--- config.mk ---
export PLATFORM = sky130hd
export DESIGN_NAME = fir_channel_scheduler
export DESIGN_NICKNAME = d
export VERILOG_FILES = /design/src/rtl/fir_channel_scheduler.sv
export SDC_FILE = /design/constraint.sdc
export NUM_CORES = 1
export LEC_CHECK = 0
export ABC_CLOCK_PERIOD_IN_PS = 7470
export CORE_MARGIN = 2
export CORE_UTILIZATION = 55
export CTS_BUF_LIST = sky130_fd_sc_hd__clkbuf_8
export CTS_CLUSTER_SIZE = 12
export DETAILED_ROUTE_END_ITERATION = 10
export PLACE_DENSITY = 0.91
export SETUP_SLACK_MARGIN = 0.15
export SKIP_LAST_GASP = 1
export SYNTH_ARGS = -nofsm -noshare
export SYNTH_HDL_FRONTEND = slang
export SYNTH_SLANG_ARGS = --single-unit
--- constraint.sdc ---
create_clock -name clock -period 7.47 [get_ports clock]
set_input_delay 1.494 -clock clock [delete_from_list [all_inputs] [get_ports clock]]
set_output_delay 1.494 -clock clock [all_outputs]
set_load 0.02 [all_outputs]
--- src/rtl/fir_channel_scheduler.sv ---
// Two-channel scheduler for a shared FIR datapath (coef ROM, sample RAM, MAC).
// Channels are arbitrated round-robin. Each accepted sample is written into its
// channel's RAM bank, then TAPS MAC terms are issued. A done pulse follows after
// MAC_LAT cycles. The RAM is cleared after reset and whenever clear is seen in IDLE.
module fir_channel_scheduler #(
  parameter int unsigned DW      = 8,
  parameter int unsigned TAPS    = 8,
  parameter int unsigned AW      = $clog2(TAPS),
  parameter int unsigned MAC_LAT = 2
) (
  input  logic          clock,
  input  logic          reset,
  input  logic          clear,
  input  logic          valid0,
  input  logic [DW-1:0] x0,
  output logic          ready0,
  input  logic          valid1,
  input  logic [DW-1:0] x1,
  output logic          ready1,
  output logic          en,
  output logic          we,
  output logic [AW-1:0] rom_address,
  output logic [AW:0]   ram_address,
  output logic [DW-1:0] x_sel,
  output logic          mac_init,
  output logic          done,
  output logic          done_ch
);

  // The shared counter walks CLEAR addresses, MAC terms and WAIT cycles.
  localparam int unsigned CNT_MAX = (2 * TAPS > MAC_LAT) ? 2 * TAPS : MAC_LAT;
  localparam int unsigned CW      = $clog2(CNT_MAX);
  localparam int unsigned RW      = AW + 1;

  typedef enum logic [2:0] {
    S_INIT,
    S_CLEAR,
    S_IDLE,
    S_WRITE,
    S_MAC,
    S_WAIT
  } state_t;

  state_t        state, state_d;
  logic [CW-1:0] cnt, cnt_d;
  logic          g, g_d;
  logic [DW-1:0] x_reg, x_d;
  logic          rr_last, rr_d;
  logic [AW-1:0] wptr   [2];
  logic [AW-1:0] wptr_d [2];
  logic          grant;
  logic          acc0, acc1;

  logic          ready_d, en_d, we_d, mi_d, done_d, done_ch_d;
  logic [AW-1:0] rom_d;
  logic [RW-1:0] ram_d;
  logic [DW-1:0] xs_d;

  assign acc0 = valid0 && ready0;
  assign acc1 = valid1 && ready1;

  // State register.
  always_ff @(posedge clock or negedge reset) begin
    if (!reset) begin
      state <= S_INIT;
    end else begin
      state <= state_d;
    end
  end

  // Next-state, arbitration and job bookkeeping.
  always_comb begin
    state_d   = state;
    cnt_d     = cnt;
    g_d       = g;
    x_d       = x_reg;
    rr_d      = rr_last;
    wptr_d    = wptr;
    done_d    = 1'b0;
    done_ch_d = done_ch;
    grant     = 1'b0;
    case (state)
      S_INIT: begin
        state_d = S_CLEAR;
        cnt_d   = '0;
      end
      S_CLEAR: begin
        wptr_d[0] = '0;
        wptr_d[1] = '0;
        if (cnt == CW'(2 * TAPS - 1)) begin
          state_d = S_IDLE;
          cnt_d   = '0;
        end else begin
          cnt_d = cnt + CW'(1);
        end
      end
      S_IDLE: begin
        // clear wins over any pending sample; no handshake completes.
        if (clear) begin
          state_d = S_CLEAR;
          cnt_d   = '0;
        end else if (acc0 || acc1) begin
          grant   = (acc0 && acc1) ? !rr_last : acc1;
          g_d     = grant;
          x_d     = grant ? x1 : x0;
          rr_d    = grant;
          state_d = S_WRITE;
        end
      end
      S_WRITE: begin
        state_d = S_MAC;
        cnt_d   = '0;
      end
      S_MAC: begin
        if (cnt == CW'(TAPS - 1)) begin
          wptr_d[g] = wptr[g] + AW'(1);
          state_d   = S_WAIT;
          cnt_d     = '0;
        end else begin
          cnt_d = cnt + CW'(1);
        end
      end
      S_WAIT: begin
        if (cnt == CW'(MAC_LAT - 1)) begin
          state_d   = S_IDLE;
          cnt_d     = '0;
          done_d    = 1'b1;
          done_ch_d = g;
        end else begin
          cnt_d = cnt + CW'(1);
        end
      end
      default: begin
        state_d = S_INIT;
        cnt_d   = '0;
      end
    endcase
  end

  // Output values for the upcoming cycle, decoded from the next state.
  always_comb begin
    ready_d = 1'b0;
    en_d    = 1'b0;
    we_d    = 1'b0;
    mi_d    = 1'b0;
    rom_d   = '0;
    ram_d   = '0;
    xs_d    = '0;
    case (state_d)
      S_CLEAR: begin
        en_d  = 1'b1;
        we_d  = 1'b1;
        ram_d = cnt_d[RW-1:0];
      end
      S_IDLE: begin
        ready_d = 1'b1;
      end
      S_WRITE: begin
        en_d  = 1'b1;
        we_d  = 1'b1;
        ram_d = {g_d, wptr_d[g_d]};
        xs_d  = x_d;
      end
      S_MAC: begin
        en_d  = 1'b1;
        rom_d = cnt_d[AW-1:0];
        ram_d = {g_d, AW'(wptr_d[g_d] - cnt_d[AW-1:0])};
        mi_d  = (cnt_d == '0);
      end
      default: begin
      end
    endcase
  end

  // Datapath and output registers.
  always_ff @(posedge clock or negedge reset) begin
    if (!reset) begin
      cnt         <= '0;
      g           <= 1'b0;
      x_reg       <= '0;
      rr_last     <= 1'b1;
      wptr[0]     <= '0;
      wptr[1]     <= '0;
      ready0      <= 1'b0;
      ready1      <= 1'b0;
      en          <= 1'b0;
      we          <= 1'b0;
      rom_address <= '0;
      ram_address <= '0;
      x_sel       <= '0;
      mac_init    <= 1'b0;
      done        <= 1'b0;
      done_ch     <= 1'b0;
    end else begin
      cnt         <= cnt_d;
      g           <= g_d;
      x_reg       <= x_d;
      rr_last     <= rr_d;
      wptr[0]     <= wptr_d[0];
      wptr[1]     <= wptr_d[1];
      ready0      <= ready_d;
      ready1      <= ready_d;
      en          <= en_d;
      we          <= we_d;
      rom_address <= rom_d;
      ram_address <= ram_d;
      x_sel       <= xs_d;
      mac_init    <= mi_d;
      done        <= done_d;
      done_ch     <= done_ch_d;
    end
  end

endmodule

==> impl_results.md <==
* Run status: completed
* GR Overflow Total at 0
* Busiest layer in global routing: met2
* Max IR drop VDD at 0.249 mV
* Met3 Resource Use GR at between 8 and 9%
* Longest Clk Path Bufs at 2
* Overall power at around 0.71 mW
* RSZ-0062 raised after global routing: no
* Delay-heaviest family, CP: simple AND/OR/NAND/NOR gates
* Die area at about 3700 µm²
* Critical path type: in -> reg
* Num rows at 20
* Multi-input logic area at around 800 µm²
* Grt met2 use at 41.0%
* Crit path cell chain: clkdlybuf4s50_1 -> or4b_4 -> or2_0 -> a21o_1 -> nor2b_4 -> nor2_1 -> a21oi_1 -> ha_1 -> fa_1 -> xor2_1 -> xnor2_1 -> o21ai_1
* CP required at 7650 ps
* Final slew viol count at 0
* Critical Path AT at 4730 ps
* DPL Wire Length at 2860 µm
* Final setup margin at 2920 ps
* DRT Pass-1 Iters at 4
* Achievable Freq at between 200 and 250 MHz
* Clock share of power at 19.8%
* Seq/Total Area, Yosys at 50.2%
* Fillcell total at 210
* Gr usage total at 24.6%
* Comb pwr share at 42.2%
* Gpl congestion at 0.891
* Worst hold path type: reg -> reg
* Area of the core at approximately 3000 µm²
* Cells after Synth at 165
* CP endpoint: ram_address[2]$_DFF_PN0_
* Resize count post-CTS at 0
* Initial Util at 58.4%
* Worst Tran Pin Value at 829 ps
* Clk sinks at 36
* Mapped Area at 1800 µm²
* Sw frac at 37.9%
* Clk slew on worst S/H paths at 70 ps
* Antenna-violating nets left at 0
* DIE WIDTH at a little over 60 µm
* Hold_buf cts at 0
* Primary FF master, synth: dfrtp_1
* Asr flop ratio synth at 100%
* First-pass GRT wire length at 6540 µm
* Via count at 1450
* Buf/Inv on CP at 1
* Reg2reg setup slack at 4010 ps
* Top-area cell type share of the netlist area at between 40% and 50%
* H-tree Lvls at 2
* Fin nets at 229
* TritonCTS clock tree: built
* Mapped Nets at 191
* Synth unique cells at 50
* Worst setup path startpoint: clear
* Initial antenna violation count at 0
* Slew HR at 44.3%
* Psw at 0.269 mW
* Syn Area/Cell at 10.9 µm²
* TritonCTS Buffers at 5
* Setup WS pre-CTS at 2630 ps
* Area Overhead vs Synth at 28.3%
* Clk Latency, worst-skew pair at 290 ps
* Crit. End Element: flip-flop
* Via density at 5.85
* Final hold vios at 0
* Layout Skew at 6.46 ps
* Hold path start: done_ch$_DFFE_PN0P_
* ANT cells at 0
* Leakage power at between 1 and 1.5 nW
* Chip Height at 61.2 µm
* Buffers on Ports at 42
* # IOs at between 40 and 50
* Vias in the first global route at 1475
* Largest cells by area after synthesis: dfrtp_1, mux2i_1, nor2_1, ha_1, nand2_1
* CP max stage delay at 520 ps
* Commonest cells post-synth: dfrtp_1, nor2_1, mux2i_1, nand2_1, nand3_1
* Period utilisation layout at 61.0%
* Clock Root Buffer: clkbuf_8
* Met1 Use GR at between 20% and 30%
* Fin Setup TNS at 0 ps
* CP max stage cell: or2_0
* PD cells at around 310 nW/µm²
* Yosys warning count at 0
* Synth Register Bits at 36
* Most frequent cell after synthesis: dfrtp_1
* Largest net degree at the start of global routing at 37
* Area leader, netlist: dfrtp_1
* Layout cell share with drive strength beyond 1 at under 10%
* Area occupied by registers at 902 µm²
* Post-layout minimum cycle time at ~4600 ps
* # Max-Cap Violations at 0
* Internal power at ~0.44 mW
* FF-to-FF End: ram_address[2]$_DFF_PN0_
* Power share of the sequential group at 38.0%
* Wire per inst at 15.8 µm
* Initial DRC count at 68
* Levels on crit path at 12
* CP Launch Type: primary input
* Crit Path Max Fanout at 15
* R2R depth at 11
* Final Routed Wirelength at 3930 µm
* Final setup vio count at 0
* R2R Path Start: state[2]$_DFF_PN0_
* Post-synth EDFFs at 0
* DRC violations left at 0
* Post-CTS setup buffer count at 0
[cells by family (layout without fill, tap and decap cells)]
kind of cell / count (synthesis) / in the layout / share of synthesized area [%]
AOI/OAI and AO/OA: 26 / 26 / 10.0
DFF: 36 / 36 / 50.2
buffers and inverters: 17 / 56 / 4.80
and+or+nand+nor: 57 / 57 / 17.3
xor gates and xnor gates: 7 / 7 / 3.41
adders and majority gates: 5 / 5 / 3.90
muxes: 17 / 17 / 10.4
[layer usage]
layer	vias to the layer above	wire length [µm]	part of all wire (%)
met5	-	0	0
met4	0	114	2.9
met3	13	325	8.3
li1	653	-	-
met1	695	1540	39
met2	89	1940	49
[stage by stage]
stage	util [%]	cell area, µm²	instances	hold WS, ps
after floorplan	-	1800	165	494
after global placement	71.9	2210	240	494
after detailed placement	71.9	2210	240	505
after CTS	74.9	2300	248	516
after global routing	74.9	2300	248	520
final	74.9	2300	248	511
[worst min-delay path by stage]
stage                          endpoint  slack (ps)  cells past startpoint
finish              done_ch$_DFFE_PN0P_         510                      1
global route        rr_last$_DFFE_PN1P_         520                      1
CTS                 rr_last$_DFFE_PN1P_         520                      1
detailed placement  done_ch$_DFFE_PN0P_         500                      1
global placement    done_ch$_DFFE_PN0P_         490                      1
floorplan           rr_last$_DFFE_PN1P_         490                      1
[registers in the layout, indices dropped and copies added, names as in the netlist]
register	cells
cnt	4
done	1
done_ch	1
en	1
g	1
mac_init	1
ram_address	4
ready1	1
rom_address	3
rr_last	1
state	3
we	1
wptr	6
x_sel	8
[cells in the final DEF (no fill, tap or decap), drive strengths merged, types with 2 or more instances in the layout]
master and count:
clkdlybuf4s50 42, dfrtp 35, nor2 16, mux2i 14, nand2 12, nand3 7
o21ai 7, clkbuf 6, inv 5, xnor2 5, ha 4, mux2 3
a21oi 3, o22a 3, nor2b 3, nand3b 2, nor4 2, nor3b 2
o221ai 2, a21o 2, o22ai 2, xor2 2, clkinv 2, or2 2
[layout make-up]
class | instances | area share (%)
Clock buffer | 6 | 3.58
Inverter | 5 | 0.814
Timing Repair Buffer | 43 | 18.6
Sequential cell | 36 | 39.1
Multi-Input combinational cell | 112 | 35.1
Tap cell | 44 | 2.39
Clock inverter | 2 | 0.434
[power by group through the flow]
stage	logic [mW]	registers (mW)	clock network, mW
2_1_floorplan	0.201	0.276	0
3_3_place_gp	0.286	0.269	0
3_5_place_dp	0.296	0.272	0
4_1_cts	0.298	0.268	0.143
5_1_grt	0.329	0.274	0.151
6_report	0.300	0.270	0.141
(Power assumes the default switching activity.)
